[src/rtl/dmrs_pkg.sv]
// Shared types and constants for the NB-IoT uplink DMRS generator.
// Combinational only: no latency, no backpressure.
// Elaboration-time helpers; nothing here is clocked.
package dmrs_pkg;

    typedef enum logic [1:0] {
        IDLE   = 2'd0,
        WARMUP = 2'd1,
        RUN    = 2'd2,
        DONE   = 2'd3
    } state_t;

    localparam logic MODE_BPSK = 1'b0;
    localparam logic MODE_QPSK = 1'b1;

    localparam logic [31:0] FP_POS_INV_SQRT2 = 32'h3F3504F3;
    localparam logic [31:0] FP_NEG_INV_SQRT2 = 32'hBF3504F3;

    // 1/sqrt(2) in unsigned Q0.32, rounded.
    localparam logic [63:0] INV_SQRT2_Q32 = 64'd3037000500;

    // round(2^(dw-1) / sqrt(2)); valid for dw up to 32.
    function automatic logic [31:0] fix_amp(input int dw);
        logic [63:0] p;
        p = (INV_SQRT2_Q32 << (dw - 1)) + 64'h0000_0000_8000_0000;
        return p[63:32];
    endfunction

endpackage

[src/rtl/gold_lfsr.sv]
// Gold-sequence generator: x1/x2 LFSR pair, load or advance by 1 or 2 steps per cycle.
// c0/c1 are combinational from the registered state; a step takes effect on the next edge.
// No backpressure of its own: the owner gates step.
module gold_lfsr (
    input  logic        clk,
    input  logic        reset,
    input  logic        load,
    input  logic        step,
    input  logic        two,
    input  logic [30:0] cinit,
    output logic        c0,
    output logic        c1
);

    logic [30:0] x1, x2;
    logic [30:0] x1_1, x2_1, x1_2, x2_2;

    // Bit k of each register holds x(n+k); a step shifts right and appends x(n+31).
    assign x1_1 = {x1[3] ^ x1[0], x1[30:1]};
    assign x2_1 = {x2[3] ^ x2[2] ^ x2[1] ^ x2[0], x2[30:1]};
    assign x1_2 = {x1_1[3] ^ x1_1[0], x1_1[30:1]};
    assign x2_2 = {x2_1[3] ^ x2_1[2] ^ x2_1[1] ^ x2_1[0], x2_1[30:1]};

    assign c0 = x1[0] ^ x2[0];
    assign c1 = x1[1] ^ x2[1];

    always_ff @(posedge clk or negedge reset) begin
        if (!reset) begin
            x1 <= 31'h1;
            x2 <= '0;
        end else if (load) begin
            x1 <= 31'h1;
            x2 <= cinit;
        end else if (step) begin
            x1 <= two ? x1_2 : x1_1;
            x2 <= two ? x2_2 : x2_1;
        end
    end

endmodule

[src/rtl/dmrs_seq_gen.sv]
// NB-IoT uplink DMRS generator: NCH segments of SEQ_LEN BPSK/QPSK symbols; DMRS_FLOAT_OUT_EN selects IEEE-754 outputs.
// First out_valid NC+1 cycles after start, then one symbol per cycle while out_ready is high.
// out_ready low holds the current symbol, indices and out_valid stable; the LFSRs advance only on handshake.
module dmrs_seq_gen
    import dmrs_pkg::*;
#(
    parameter  int DW      = 16,
    parameter  int NCH     = 2,
    parameter  int SEQ_LEN = 10240,
    parameter  int NC      = 1600,
    localparam int CW      = (NCH > 1) ? $clog2(NCH) : 1,
    localparam int IW      = (SEQ_LEN > 1) ? $clog2(SEQ_LEN) : 1
) (
    input  logic          clk,
    input  logic          reset,
    input  logic          start,
    input  logic          abort,
    input  logic [30:0]   cinit,
    input  logic          mode,
    output logic          out_valid,
    input  logic          out_ready,
`ifdef DMRS_FLOAT_OUT_EN
    output logic [31:0]   out_i,
    output logic [31:0]   out_q,
`else
    output logic [DW-1:0] out_i,
    output logic [DW-1:0] out_q,
`endif
    output logic [CW-1:0] out_ch,
    output logic [IW-1:0] out_idx,
    output logic          busy,
    output logic          done
);

    localparam int WW = ($clog2(NC + 1) > 0) ? $clog2(NC + 1) : 1;

    state_t        state, state_n;
    logic          mode_q;
    logic [WW-1:0] warm_cnt;
    logic          warm_done, hs, last, load, step, two;
    logic          c0, c1, bit_i, bit_q;

    assign hs        = out_valid && out_ready;
    assign last      = (out_ch == CW'(NCH - 1)) && (out_idx == IW'(SEQ_LEN - 1));
    assign warm_done = (warm_cnt == WW'(NC));
    assign load      = (state == IDLE) && start && !abort;
    // The WARMUP state lasts NC+1 cycles but only the first NC of them step the LFSRs.
    assign step      = !abort && (((state == WARMUP) && !warm_done) || hs);
    assign two       = (state == RUN) && (mode_q == MODE_QPSK);

    always_comb begin
        state_n = state;
        unique case (state)
            IDLE:    if (start)      state_n = WARMUP;
            WARMUP:  if (warm_done)  state_n = RUN;
            RUN:     if (hs && last) state_n = DONE;
            DONE:                    state_n = IDLE;
            default:                 state_n = IDLE;
        endcase
        if (abort) state_n = IDLE;
    end

    always_ff @(posedge clk or negedge reset) begin
        if (!reset) begin
            state    <= IDLE;
            mode_q   <= MODE_BPSK;
            warm_cnt <= '0;
            out_ch   <= '0;
            out_idx  <= '0;
        end else begin
            state <= state_n;
            if (load) mode_q <= mode;

            if (abort || load)
                warm_cnt <= '0;
            else if ((state == WARMUP) && !warm_done)
                warm_cnt <= warm_cnt + 1'b1;

            if (abort || load || (hs && last)) begin
                out_ch  <= '0;
                out_idx <= '0;
            end else if (hs) begin
                if (out_idx == IW'(SEQ_LEN - 1)) begin
                    out_idx <= '0;
                    out_ch  <= out_ch + 1'b1;
                end else begin
                    out_idx <= out_idx + 1'b1;
                end
            end
        end
    end

    gold_lfsr u_gold (
        .clk   (clk),
        .reset (reset),
        .load  (load),
        .step  (step),
        .two   (two),
        .cinit (cinit),
        .c0    (c0),
        .c1    (c1)
    );

    assign out_valid = (state == RUN);
    assign busy      = (state == WARMUP) || (state == RUN);
    assign done      = (state == DONE);

    // BPSK puts c(n) on both rails; QPSK uses c(2n) on I and c(2n+1) on Q.
    assign bit_i = c0;
    assign bit_q = (mode_q == MODE_QPSK) ? c1 : c0;

`ifdef DMRS_FLOAT_OUT_EN
    assign out_i = out_valid ? (bit_i ? FP_NEG_INV_SQRT2 : FP_POS_INV_SQRT2) : '0;
    assign out_q = out_valid ? (bit_q ? FP_NEG_INV_SQRT2 : FP_POS_INV_SQRT2) : '0;
`else
    localparam logic [DW-1:0] A_POS = DW'(fix_amp(DW));
    localparam logic [DW-1:0] A_NEG = '0 - A_POS;

    assign out_i = out_valid ? (bit_i ? A_NEG : A_POS) : '0;
    assign out_q = out_valid ? (bit_q ? A_NEG : A_POS) : '0;
`endif

endmodule

[config.mk]
export PLATFORM = sky130hd
export DESIGN_NAME = dmrs_seq_gen
export DESIGN_NICKNAME = d
export VERILOG_FILES = /design/src/rtl/dmrs_pkg.sv /design/src/rtl/gold_lfsr.sv /design/src/rtl/dmrs_seq_gen.sv
export SDC_FILE = /design/constraint.sdc
export NUM_CORES = 1
export LEC_CHECK = 0
export ABC_AREA = 1
export BUFFER_PORTS_ARGS = -buffer_cell sky130_fd_sc_hd__buf_2
export CORE_MARGIN = 3
export CORE_UTILIZATION = 55
export CTS_CLUSTER_SIZE = 28
export DETAILED_ROUTE_END_ITERATION = 6
export PLACE_DENSITY = 0.78
export SLEW_MARGIN = 20
export SYNTH_ARGS = -nofsm -noshare
export SYNTH_HDL_FRONTEND = slang
export SYNTH_SLANG_ARGS = --single-unit
[constraint.sdc]
create_clock -name clk -period 1.9 [get_ports clk]
set_clock_uncertainty 0.1 [all_clocks]
set_input_delay 0.38 -clock clk [delete_from_list [all_inputs] [get_ports clk]]
set_output_delay 0.38 -clock clk [all_outputs]
set_load 0.01 [all_outputs]
==> results.yml <==
outcome:
  outcome: "complete, but fails checks"
  violations: "setup timing"
clock_tree:
  cts_inserted_buffers: 9
  htree_num_levels: 3
  path_clk_slew_ns: 0.09
  clock_sinks: 91
  clockBufferDepth: 2
  clock_latency_ns: 0.39
  cts_root_buffer: "clkbuf_8"
  tritoncts: "yes"
sta:
  slew_viol_final: 0
  fin_crit_ns: 2.14
  hold_violations: 0
  fmax_mhz: 467
  finalCritPeriodShare_pct: 113
  setup_viol: 28
  setup_tns_ns: -5.86
  rsz0062_at_grt: "yes"
  setup_ws_ns: -0.241
synthesis:
  ys.flop_type: "dfrtp_1"
  syn_inst: 812
  synth_top_area_share_pct: 40.5
  ys_ff_latch: 91
  synth_top_area_cell: "dfrtp_1"
  synth-edff-count: 0
  avgSynthCellArea_um2: 6.84
  synth_area_leaders: "dfrtp_1 41%, nand2_1 24%, nor2_1 4.8%, buf_4 4.7%, a21oi_1 4.1%"
  yosys_warnings: 0
  synth_cell_types: 31
  seq_area_frac_synth_pct: 41.0
  async_reset_ff_share_pct: 100
  synth_area_mm2: 0.00556
global_routing:
  grt_antenna_before_repair: 0
  overflow: 0
  grt_pass1_vias: 5056
  grt_max_degree: 58
  grt_pass1_wl_um: 22700
  grt_use_total_pct: 24.4
finish:
  final_cell_mix: "346 x nand2_1, 89 x dfrtp_1, 68 x buf_2"
  layout_commonest_cell: "nand2_1"
  final_util_pct: 69.0
  areaGrowthSynthToFinish_pct: 21.9
  final_area_mm2: 0.00677
  drive_gt1_share_pct: 21.4
  layout.nets: 934
  diodes: 0
placed_design:
  post-dp-hpwl_um: 8750
  gp_congestion: 0.910
  portBuffers: 84
  dp_slack_ns: -0.0127
  placed_area_mm2: 0.00605
worst_setup_path:
  cp.arrival_ns: 1.66
  cp.required_ns: 1.42
  worst-r2r-setup-slack_ns: 0.03
  cp-start-kind: "flop"
  reg2reg_depth: 11
  path_delay_family: "flip-flops"
  path_cells: "xnor2_2 > nand2_1 > o21ai_2 > buf_4 > nor2_4 > buf_2"
  crit_type: "flop to primary output"
  r2r_end: "state[1]$_DFFE_PN0P_"
  critPathSlowestCell: "dfstp_2"
  cp-end-kind: "primary output"
  cp_max_fo: 4
  r2r-start: "out_idx[1]$_DFFE_PN0P_"
  cpPeakStageDelay_ns: 0.56
  worst-path-buf-inv: 2
die:
  core_area_mm2: 0.00982
  die_width_um: 107
  start_util_pct: 56.6
  dieArea_mm2: 0.0113
  io_pins: 87
  fp-row-count: 36
  chipHeight_um: 107
routing:
  via_per_inst: 5.37
  firstDrtPassIters: 5
  drc: 0
  vias: 5517
  drt-total-wl_um: 14500
  drt_iter0_drc: 479
  wire_per_inst_um: 14.1
  antenna_left: 0
hold_path:
  hold_path.startpoint: "mode"
  min_to: "mode_q$_DFFE_PN0P_"
  worstHoldPathCells: 3
  hold_path.class: "input port to flop"
flow_run:
  maxCapViolCount: 0
pwr:
  power_density_mw_per_mm2: 1300
  p_total_mw: 8.80
  peakVddDrop_uv: 762
  p_leak_nw: 3.45
registers in the layout (all words and copies together) (netlist names):
register and flops:
mode_q 1, out_ch 1, out_idx 14, state 2
u_gold.x1 31, u_gold.x2 31, warm_cnt 11
metal layers:
metal / vias up / track usage [%] / wire length [um]
li1: 2689 / - / -
met3: 36 / 5.95 / 912
met2: 207 / 41.9 / 7310
met1: 2585 / 30.8 / 5910
met4: 0 / 6.21 / 335
met5: - / 0 / 0
Yosys cell counts, types with 4 or more instances:
cell,instances
a21oi_1,45
a31oi_1,30
buf_2,14
buf_4,35
clkbuf_1,17
dfrtp_1,90
ha_1,8
inv_1,46
inv_2,7
nand2_1,350
nand3_1,30
nand4_1,4
nor2_1,71
nor3_1,16
o21ai_0,20
xnor2_1,4
xor2_1,8
through the flow:
step	std cells	hold WS [ns]
finish	1027	0.118
global placement	993	0.218
floorplan	813	-0.0156
detailed placement	993	0.223
global route	1027	0.127
CTS	1018	0.105
power breakdown:
part,switching (mW),total (mW),internal [mW]
logic,2.27,3.98,1.71
registers,0.525,3.07,2.55
clock network,0.731,1.75,1.02
total,3.52,8.80,5.28
tightest hold or removal path, delay by kind of cell:
| family | cells | cell delay, ns |
|---|---|---|
| AO/OA/AOI/OAI | 1 | 0.06 |
| AND/OR/NAND/NOR | 1 | 0.04 |
| buffers and inverters | 1 | 0.08 |
cell type report:
| type | count | area (um^2) |
|---|---|---|
| sequential | 91 | 2280 |
| inverter | 53 | 205 |
| tap | 133 | 166 |
| clock inverter | 7 | 146 |
| multi-input combinational | 603 | 2830 |
| clock buffer | 9 | 124 |
| timing repair buffer | 131 | 1020 |
| fill | 772 | 3050 |
worst max path at each step:
| stage | from | to | slack [ns] | depth (start not counted) |
|---|---|---|---|---|
| final | u_gold.x1[0]$_DFFE_PN1P_ | out_q[2] | -0.24 | 6 |
| after global routing | u_gold.x1[0]$_DFFE_PN1P_ | out_q[14] | -0.34 | 6 |
| after CTS | u_gold.x1[0]$_DFFE_PN1P_ | out_q[14] | -0.24 | 6 |
| after detailed placement | state[0]$_DFFE_PN0P_ | u_gold.x1[1]$_DFFE_PN0P_ | -0.01 | 8 |
| after global placement | state[1]$_DFFE_PN0P_ | out_idx[5]$_DFFE_PN0P_ | 0.07 | 11 |
| after floorplan | state[0]$_DFFE_PN0P_ | out_i[11] | -0.04 | 5 |
kinds of logic (layout without fill, tap and decap cells):
logic type               Yosys count  in the layout  synth area share, %
multiplexers                       1              1                0.180
buffers and inverters            121            200                 11.1
flip-flops                        91             91                 41.0
XOR/XNOR                          12             12                 1.89
AND/OR/NAND/NOR                  477            479                 33.8
other                              1              2               0.0675
adder cells (fa/ha/maj)            8              8                 1.80
AO/OA/AOI/OAI                    101            101                 10.1
what timing repair did:
action | CTS | global route
pin swaps | 5 | 9
hold buffers | 1 | 0
buffers inserted | 5 | 6
endpoints found under the hold margin | 24 | 0
resized for setup | 20 | 44
cloned | 3 | 3
setup endpoints to repair | 36 | 105
Note: power is estimated with default switching activity, not from simulation.
